--- config.mk ---
export PLATFORM = sky130hd
export DESIGN_NAME = div_issue_ctrl
export DESIGN_NICKNAME = d
export VERILOG_FILES = /design/src/rtl/div_pkg.sv /design/src/rtl/div_watchdog.sv /design/src/rtl/div_issue_ctrl.sv
export SDC_FILE = /design/constraint.sdc
export NUM_CORES = 1
export LEC_CHECK = 0
export ABC_AREA = 1
export BUFFER_PORTS_ARGS = -buffer_cell sky130_fd_sc_hd__buf_2
export CAP_MARGIN = 20
export CORE_MARGIN = 10
export CORE_UTILIZATION = 42
export DETAILED_ROUTE_END_ITERATION = 7
export PLACE_DENSITY = 0.76
export SYNTH_ARGS = -nofsm -noshare
export SYNTH_HDL_FRONTEND = slang
export SYNTH_SLANG_ARGS = --single-unit
--- constraint.sdc ---
create_clock -name clk -period 3.7 [get_ports clk]
set_input_delay 0.925 -clock clk [delete_from_list [all_inputs] [get_ports clk]]
set_output_delay 0.925 -clock clk [all_outputs]
set_load 0.01 [all_outputs]
--- src/rtl/div_pkg.sv ---
// Shared types for the divider issue controller: FSM states, result status codes, default width.
package div_pkg;

    localparam int DIV_WIDTH = 10;

    typedef enum logic [2:0] {
        S_IDLE,
        S_ISSUE,
        S_WAIT_BUSY,
        S_WAIT_DONE,
        S_HOLD
    } state_e;

    typedef logic [1:0] status_t;

    localparam status_t ST_OK      = 2'b00;
    localparam status_t ST_DVZ     = 2'b01;
    localparam status_t ST_OVF     = 2'b10;
    localparam status_t ST_TIMEOUT = 2'b11;

endpackage

--- src/rtl/div_watchdog.sv ---
// Cycle watchdog for the divider wait states; only instantiated when DIV_TIMEOUT_EN is defined.
module div_watchdog #(
    parameter int unsigned LIMIT = 200
) (
    input  logic clk,
    input  logic rst,
    input  logic clear,
    input  logic enable,
    output logic expired
);

    localparam int CW = $clog2(LIMIT + 1);

    logic [CW-1:0] cnt_q, cnt_d;

    // expired fires in the cycle whose count, including itself, reaches LIMIT
    always_comb begin
        expired = enable && ((32'(cnt_q) + 32'd1) >= LIMIT);
        cnt_d   = cnt_q;
        if (clear) begin
            cnt_d = '0;
        end else if (enable && !expired) begin
            cnt_d = cnt_q + CW'(1);
        end
    end

    always_ff @(posedge clk) begin
        if (rst) begin
            cnt_q <= '0;
        end else begin
            cnt_q <= cnt_d;
        end
    end

endmodule

--- src/rtl/div_issue_ctrl.sv ---
// Operand/result handshake wrapper around an external divider. Optional watchdog: DIV_TIMEOUT_EN.
module div_issue_ctrl
    import div_pkg::*;
#(
    parameter int          WIDTH   = DIV_WIDTH,
    parameter int unsigned TIMEOUT = 200
) (
    input  logic             clk,
    input  logic             rst,
    input  logic             in_valid,
    output logic             in_ready,
    input  logic [WIDTH-1:0] in_a,
    input  logic [WIDTH-1:0] in_b,
    output logic             div_start,
    output logic [WIDTH-1:0] div_a,
    output logic [WIDTH-1:0] div_b,
    input  logic             div_busy,
    input  logic             div_valid,
    input  logic             div_ovf,
    input  logic [WIDTH-1:0] div_q,
    input  logic [WIDTH-1:0] div_r,
    output logic             out_valid,
    input  logic             out_ready,
    output logic [WIDTH-1:0] out_q,
    output logic [WIDTH-1:0] out_r,
    output logic [1:0]       out_status
);

    if (TIMEOUT < 1) begin : g_bad_timeout
        $error("div_issue_ctrl: TIMEOUT must be at least 1");
    end

    state_e           state_q, state_d;
    logic [WIDTH-1:0] a_q, a_d, b_q, b_d;
    logic [WIDTH-1:0] q_q, q_d, r_q, r_d;
    status_t          status_q, status_d;
    logic             wd_expired;

`ifdef DIV_TIMEOUT_EN
    logic wd_active;
    assign wd_active = (state_q == S_WAIT_BUSY) || (state_q == S_WAIT_DONE);

    div_watchdog #(
        .LIMIT(TIMEOUT)
    ) u_watchdog (
        .clk    (clk),
        .rst    (rst),
        .clear  (!wd_active),
        .enable (wd_active),
        .expired(wd_expired)
    );
`else
    assign wd_expired = 1'b0;
`endif

    always_comb begin
        state_d  = state_q;
        a_d      = a_q;
        b_d      = b_q;
        q_d      = q_q;
        r_d      = r_q;
        status_d = status_q;
        unique case (state_q)
            S_IDLE: begin
                if (in_valid) begin
                    a_d = in_a;
                    b_d = in_b;
                    if (in_b == '0) begin
                        state_d  = S_HOLD;
                        status_d = ST_DVZ;
                        q_d      = '0;
                        r_d      = '0;
                    end else begin
                        state_d = S_ISSUE;
                    end
                end
            end
            S_ISSUE: begin
                state_d = S_WAIT_BUSY;
            end
            S_WAIT_BUSY: begin
                if (wd_expired) begin
                    state_d  = S_HOLD;
                    status_d = ST_TIMEOUT;
                    q_d      = '0;
                    r_d      = '0;
                end else if (div_busy) begin
                    state_d = S_WAIT_DONE;
                end
            end
            S_WAIT_DONE: begin
                // overflow outranks a same-cycle valid; a valid outranks the watchdog
                if (div_ovf || (!div_busy && !div_valid)) begin
                    state_d  = S_HOLD;
                    status_d = ST_OVF;
                    q_d      = '0;
                    r_d      = '0;
                end else if (div_valid) begin
                    state_d  = S_HOLD;
                    status_d = ST_OK;
                    q_d      = div_q;
                    r_d      = div_r;
                end else if (wd_expired) begin
                    state_d  = S_HOLD;
                    status_d = ST_TIMEOUT;
                    q_d      = '0;
                    r_d      = '0;
                end
            end
            S_HOLD: begin
                if (out_ready) begin
                    state_d = S_IDLE;
                end
            end
            default: begin
                state_d = S_IDLE;
            end
        endcase
    end

    always_ff @(posedge clk) begin
        if (rst) begin
            state_q  <= S_IDLE;
            a_q      <= '0;
            b_q      <= '0;
            q_q      <= '0;
            r_q      <= '0;
            status_q <= ST_OK;
        end else begin
            state_q  <= state_d;
            a_q      <= a_d;
            b_q      <= b_d;
            q_q      <= q_d;
            r_q      <= r_d;
            status_q <= status_d;
        end
    end

    // outputs are forced low for the whole time rst is high, including its first cycle
    assign in_ready   = !rst && (state_q == S_IDLE);
    assign div_start  = !rst && (state_q == S_ISSUE);
    assign out_valid  = !rst && (state_q == S_HOLD);
    assign div_a      = rst ? '0 : a_q;
    assign div_b      = rst ? '0 : b_q;
    assign out_q      = rst ? '0 : q_q;
    assign out_r      = rst ? '0 : r_q;
    assign out_status = rst ? ST_OK : status_q;

endmodule

* After elaboration in Yosys (flattened, before gate mapping)
Index checks and enable logic that the tools add are counted.
** Word-level totals
- Flip-flop bits (word level) :: 45
- Input bits :: 47
- Output and inout bits :: 45
- Word-level logic and storage cells :: 54
** Operators by class
- Equality and inequality tests :: 9
- Muxes and demuxes :: 25
- Reduce and logical (&&, ||, !) cells :: 14
** Operators by type and width (number)
- $mux 10 :: 10
- $pmux 10 s2 :: 2
- $mux 3 :: 6
- $pmux 3 s5 :: 1
- $logic_not 10->1 :: 1
- $mux 2 :: 5
- $ne 2x2->1 const B :: 4
- $reduce_and 4->1 :: 2
- $eq 3x2->1 const B :: 2
- $logic_and 1x1->1 :: 4
- $pmux 2 s2 :: 1
- $eq 3x1->1 const B :: 1
- $eq 3x3->1 const B :: 1
- $logic_not 1->1 :: 3
- $logic_not 3->1 :: 1
- $ne 3x3->1 const B :: 1
- $reduce_and 2->1 :: 1
- $reduce_bool 2->1 :: 1
- $logic_or 1x1->1 :: 1

* Logic depth before layout (Yosys ltp)
Gate-level depths: netlist (run 1).
- Depth after elaboration :: 5
- Depth in mapped cells :: 9
- Gate-level depth less buffers :: 8

* Worst setup path after synthesis (run 1)
OpenSTA, ideal clock, no wires.
- Kind :: in2out
- Start point :: in rst
- End point :: out div_a[0]
- Arrival :: 1.592 ns
- Data required time :: 2.775 ns
- Setup slack :: 1.183 ns
- Stages :: 3
- Path buffers :: 2
- Path through :: clkbuf_1 buf_1 nor2_1
** On the way
- Word-level cells in the longest chain between the ends :: 1
** Ends and longest elaborated chain
- from (decl) :: line div_issue_ctrl.sv:9 : input logic rst,
- $mux 10 :: line div_issue_ctrl.sv:143 : assign div_a = rst ? '0 : a_q;
- to (decl) :: line div_issue_ctrl.sv:15 : output logic [WIDTH-1:0] div_a,
Every way passes these cells.

* Worst setup path after layout (run 1)
- Start point :: in rst
- End point :: out out_status[1]
** On the way
- Word-level cells in the longest chain between the ends :: 1
** Ends and longest elaborated chain
- $mux 2 :: line div_issue_ctrl.sv:147 : assign out_status = rst ? ST_OK : status_q;
- to (decl) :: line div_issue_ctrl.sv:26 : output logic [1:0] out_status
Every way passes these cells.

==> results_dict.tcl, run 1 <==
set metrics [dict create \
    drt_iter0_drc 69 \
    sequentialPowerShare_pct 45.7 \
    ys_async_sr_fraction_pct 0 \
    worstSetupPathType "in2out" \
    multi_input_area_um2 838.3 \
    fp.dieW_um 89.08 \
    grt_first_pass_wirelength_mm 8.466 \
    power.switching_uw 443.6 \
    p_leak_uw 0.001340 \
    cts_max_level 2 \
    cts_max_path_buffers 2 \
    syn_area_um2 2004 \
    clockPowerShare_pct 23.0 \
    row_count 25 \
    ioPinCount 92 \
    internal-power_uw 832.7 \
    maxSlewViolCount 0 \
    clk_pin_slew_ns 0.08 \
    rsz0062_at_grt "no" \
    initial_core_util_pct 43.01 \
    period_needed_ns 2.814 \
    endpoint_kind "output pin" \
    cts_num_sinks 45 \
    yosys.area.top_type "dfxtp_1" \
    grt_max_degree 41 \
    synth_top_cell_area_share_pct 44.94 \
    cp-startpoint "rst" \
    vias 2020 \
    syn_area_per_cell_um2 6.704 \
    fillers 470 \
    max_slew_margin_pct 62.55 \
    dr.pass1.iters 6 \
    max-vdd-ir-drop_uv 222.1 \
    finalCritPeriodShare_pct 76.05 \
    die_h_um 89.08 \
    hold_violations 0 \
    worstSkewPairLatency_ns 0.29 \
    wl_per_cell_um 11.99 \
    grt-ovfl-total 0 \
    yosys_warnings 0 \
    nets 430 \
    cts_made_buffers 5 \
    hold_start "a_q[3]" \
    synth-adder-area-share_pct 0 \
    fp.coreArea_um2 4661 \
    status "finished clean" \
    r2r_start "state_q[0]" \
    setup_viol 0 \
    synth-simple-area-share_pct 29.03 \
    drt-total-wl_mm 5.250 \
    synth.most_common_cell "nor2_1" \
    synth-xor-area-share_pct 0 \
    hpwl_mm 3.899 \
    antenna_found_initial 0 \
    drive_gt1_share_pct 28.39 \
    synth_top_family_by_area "simple AND/OR/NAND/NOR gates" \
    syn_nets 346 \
    max_freq_mhz 355.4 \
    arrival_ns 1.89 \
    synth_compound_area_share_pct 12.55 \
    power_density_nw_per_um2 495.7 \
    grtUsageTotal_pct 13.11 \
    finalPower_uw 1276 \
    drc 0 \
    startpoint_type "input port" \
    ys.flop_type "dfxtp_1" \
    cts_hold_buffers 0 \
    routed_via_density 4.612 \
    postSynthCellCount 299 \
    cp.required_ns 2.77 \
    seq_area_um2 900.9 \
    synth_edf_count 0 \
    max_slew.worst_pin.slew_ns 0.5611 \
    cts_setup_buffers 0 \
    yosysUniqueCellTypes 20 \
    tns_ns 0 \
    area_growth_pct 28.46 \
    n_antenna_cell 0 \
    die_area_um2 7935 \
    fin_skew_ns 0.005286 \
    worst-path-max-fanout 37 \
    min_path_type "reg2reg" \
    cts_tree "built" \
    synth.area.mux_share_pct 0 \
    p_sw_share_pct 34.76 \
    combPwrFrac_pct 31.3 \
    synthTopCellsByArea "dfxtp_1 (45%), nor2_1 (10%), nand2_1 (10%), inv_1 (8.6%), a21oi_1 (6.0%)" \
    synth_seq_cells 45 \
    synthTopCellsByCount "nor2_1 (55), nand2_1 (54), inv_1 (46)" \
    cap_violations 0 \
    gp_congestion 0.7564 \
    synth-seq-area-share_pct 44.94 \
    clock-root-buffer "clkbuf_8" \
    postRouteAntennaNets 0 \
    cts_resized 0 \
    grt_pass1_vias 1930 \
    io_buffers 91 \
]
==> cells in the final DEF, fill, tap and decap left out <==
cell type    n
buf_2       91
nor2_1      55
nand2_1     54
inv_1       46
dfxtp_1     45
a21oi_1     24
nand3_1     22
o21ai_0     16
o21ai_1      7
clkbuf_8     5
nand3b_1     4
inv_2        3
clkinv_2     2
buf_4        2
nor4_1       1
nand3_2      1
o21ai_2      1
nand2_4      1
nor3_2       1
o21bai_1     1
clkinvlp_4   1
buf_16       1
==> metal layers <==
metal	wire [um]	GRT usage, %
met5	0	0
met1	2299	15.65
met3	643	5.834
met4	39	2.601
met2	2268	21.32
==> critical path, cell delays in order <==
cell and delay (ns):
buf_2 0.24, buf_4 0.40, nor2_1 0.13, buf_2 0.16
==> power by group through the flow <==
stage                     sequential, uW  combinational, uW  clock, uW
final                                583                400        293
after global routing                 591                457        326
after global placement               593                367          0
after floorplan                      589                276          0
after CTS                            583                380        309
after detailed placement             595                380          0
==> cell families after synthesis <==
kind of cell           count (synthesis)
AO/OA/AOI/OAI                         49
flip-flops                            45
AND/OR/NAND/NOR                      139
buffers and inverters                 66
==> metrics by stage <==
stage                     hold WS (ns)  instances  setup slack (ns)  utilization [%]  area (um2)
after floorplan                 0.4297        299             1.183                -        2004
after global placement          0.4400        429            0.8997            52.81        2461
after detailed placement        0.4444        429            0.8742            52.81        2461
after CTS                       0.4584        437            0.8723            54.66        2547
after global routing            0.4724        438            0.7960            55.25        2575
final                           0.4555        438            0.8861            55.25        2575
==> area by class of cell <==
cell class / count / share of cell area [%]
flip-flops and latches: 45 / 34.99
multi-input cells: 188 / 32.56
repair buffers: 94 / 19.34
inverters: 49 / 7.143
clock buffers: 5 / 2.672
well taps: 54 / 2.624
clock inverters: 3 / 0.6803
==> worst paths after layout <==
| path | end | slack, ns | cells past startpoint |
|---|---|---|---|
| worst max-delay path | out_status[1] | 0.89 | 4 |
| worst min-delay path | a_q[3] | 0.46 | 2 |
| worst max register to register | r_q[3] | 2.16 | 7 |
| worst min register to register | a_q[3] | 0.46 | 2 |
==> sequential cells by signal, summed over array words and instances (netlist names) <==
register,count
b_q,10
q_q,10
a_q,10
r_q,10
status_q,2
state_q,3
No activity file was read; power rests on OpenSTA's default activity.
==> run 2, diff against run 1 <==
==> constraint.sdc (replaced) <==
create_clock -name clk -period 2.9 [get_ports clk]
set_input_delay 0.725 -clock clk [delete_from_list [all_inputs] [get_ports clk]]
set_output_delay 0.725 -clock clk [all_outputs]
set_load 0.01 [all_outputs]
==> results_dict.tcl, run 2 (same netlist as run 1, synthesis figures left out) <==
set metrics [dict create \
    tns_ns 0 \
    hpwl_mm 3.969 \
    grt_first_pass_wirelength_mm 8.355 \
    cp_top_family "buffers and inverters" \
    drive_gt1_share_pct 28.76 \
    hold_violations 0 \
    min_path_type "reg2reg" \
    cts_hold_buffers 0 \
    antenna_found_initial 0 \
    critPathBufInv 3 \
    initial_core_util_pct 43.01 \
    grt_max_degree 41 \
    area_growth_pct 29.59 \
    cts_resized 0 \
    power_density_nw_per_um2 631.8 \
    layout_commonest_cell "buf_2" \
    cp.required_ns 2.17 \
    n_antenna_cell 0 \
    fillers 468 \
    drt_iter0_drc 69 \
    grtUsageTotal_pct 13.03 \
    dr.pass1.iters 4 \
    fp.coreArea_um2 4661 \
    hold_start "b_q[7]" \
    setup_viol 0 \
    die_h_um 89.08 \
    io_buffers 91 \
    vias 1996 \
    clock-root-buffer "clkbuf_8" \
    routed_via_density 4.536 \
    cts_tree "built" \
    fin_skew_ns 0.007382 \
    max_slew_margin_pct 74.35 \
    crit_chain "buf_2 -> buf_4 -> nor2_1 -> buf_2" \
    r2r_slack_ns 1.37 \
    endpoint_kind "output pin" \
    r2r_start "state_q[0]" \
    die_area_um2 7935 \
    fp.dieW_um 89.08 \
    cp_slowest_cell "buf_2" \
    postRouteAntennaNets 0 \
    cts_made_buffers 5 \
    finalCritPeriodShare_pct 77.19 \
    maxSlewViolCount 0 \
    grt-ovfl-total 0 \
    period_needed_ns 2.239 \
    worstSetupPathType "in2out" \
    cp-startpoint "rst" \
    row_count 25 \
    cap_violations 0 \
    nets 432 \
    drc 0 \
    worstSkewPairLatency_ns 0.29 \
    p_leak_uw 0.001356 \
    max_stage_delay_ns 0.33 \
    worst-path-max-fanout 20 \
    clk_pin_slew_ns 0.08 \
    startpoint_type "input port" \
    arrival_ns 1.51 \
    crit_top_cell "buf_2" \
    holdWs_ns 0.4537 \
    max_freq_mhz 446.7 \
    cts_setup_buffers 0 \
    ioPinCount 92 \
    wl_per_cell_um 11.80 \
    gp_congestion 0.7504 \
    max-vdd-ir-drop_uv 328.8 \
    grt_pass1_vias 1861 \
    multi_input_area_um2 838.3 \
    cts_max_path_buffers 2 \
    drt-total-wl_mm 5.191 \
    layout_common_cells "buf_2 (91), nor2_1 (55), nand2_1 (54)" \
    cts_num_sinks 45 \
    status "finished clean" \
    max_slew.worst_pin.slew_ns 0.3847 \
    cts_max_level 2 \
    rsz0062_at_grt "no" \
    seq_area_um2 900.9 \
]
run 2: cell count changes in the layout (fill, tap and decap cells not counted), sizes merged:
cell and delta:
buf +2, clkinv -1, clkinvlp -1, clkbuf +2
run 2: path summary, 6_finish.rpt:
kind | endpoint | cells past startpoint
setup / recovery | div_a[0] | 4
setup reg to reg | state_q[2] | 5
hold / removal | b_q[7] | 2
hold reg to reg | b_q[7] | 2
run 2: routing by layer:
layer  GRT usage (%)  share of wire, %  vias up
li1                -                 -     1086
met1           15.67                46      836
met2           20.66                43       70
met3           6.290                11        4
met4           2.601              0.48        0
met5               0                 0        -
run 2: worst register-to-register path: stages, from the launching register on:
cell and delay [ns]:
dfxtp_1 0.41, nand3_2 0.17, o21ai_2 0.24, inv_2 0.20
nand2_4 0.28, a21oi_1 0.11
run 2: metrics by stage:
step | util, % | setup slack (ns) | cell area, um2 | total power, uW | cells
floorplan | - | 0.7828 | 2004 | 1104 | 299
global placement | 53.56 | 0.6778 | 2496 | 1232 | 432
detailed placement | 53.56 | 0.6370 | 2496 | 1247 | 432
CTS | 55.73 | 0.6350 | 2597 | 1668 | 440
global route | 55.73 | 0.5729 | 2597 | 1769 | 440
finish | 55.73 | 0.6614 | 2597 | 1641 | 440
run 2: layout make-up:
class	instances	share of cell area [%]
timing repair buffer	96	19.46
clock buffer	7	3.709
clock inverter	1	0.1927
sequential	45	34.68
multi-input combinational	188	32.27
inverter	49	7.081
tap	54	2.601
run 2: report_power, final:
part	switching, uW	leakage [uW]	internal, uW
sequential	34.5	0.000368	710
combinational	312	0.000934	168
clock	201	0.0000542	215
total	548	0.00136	1090
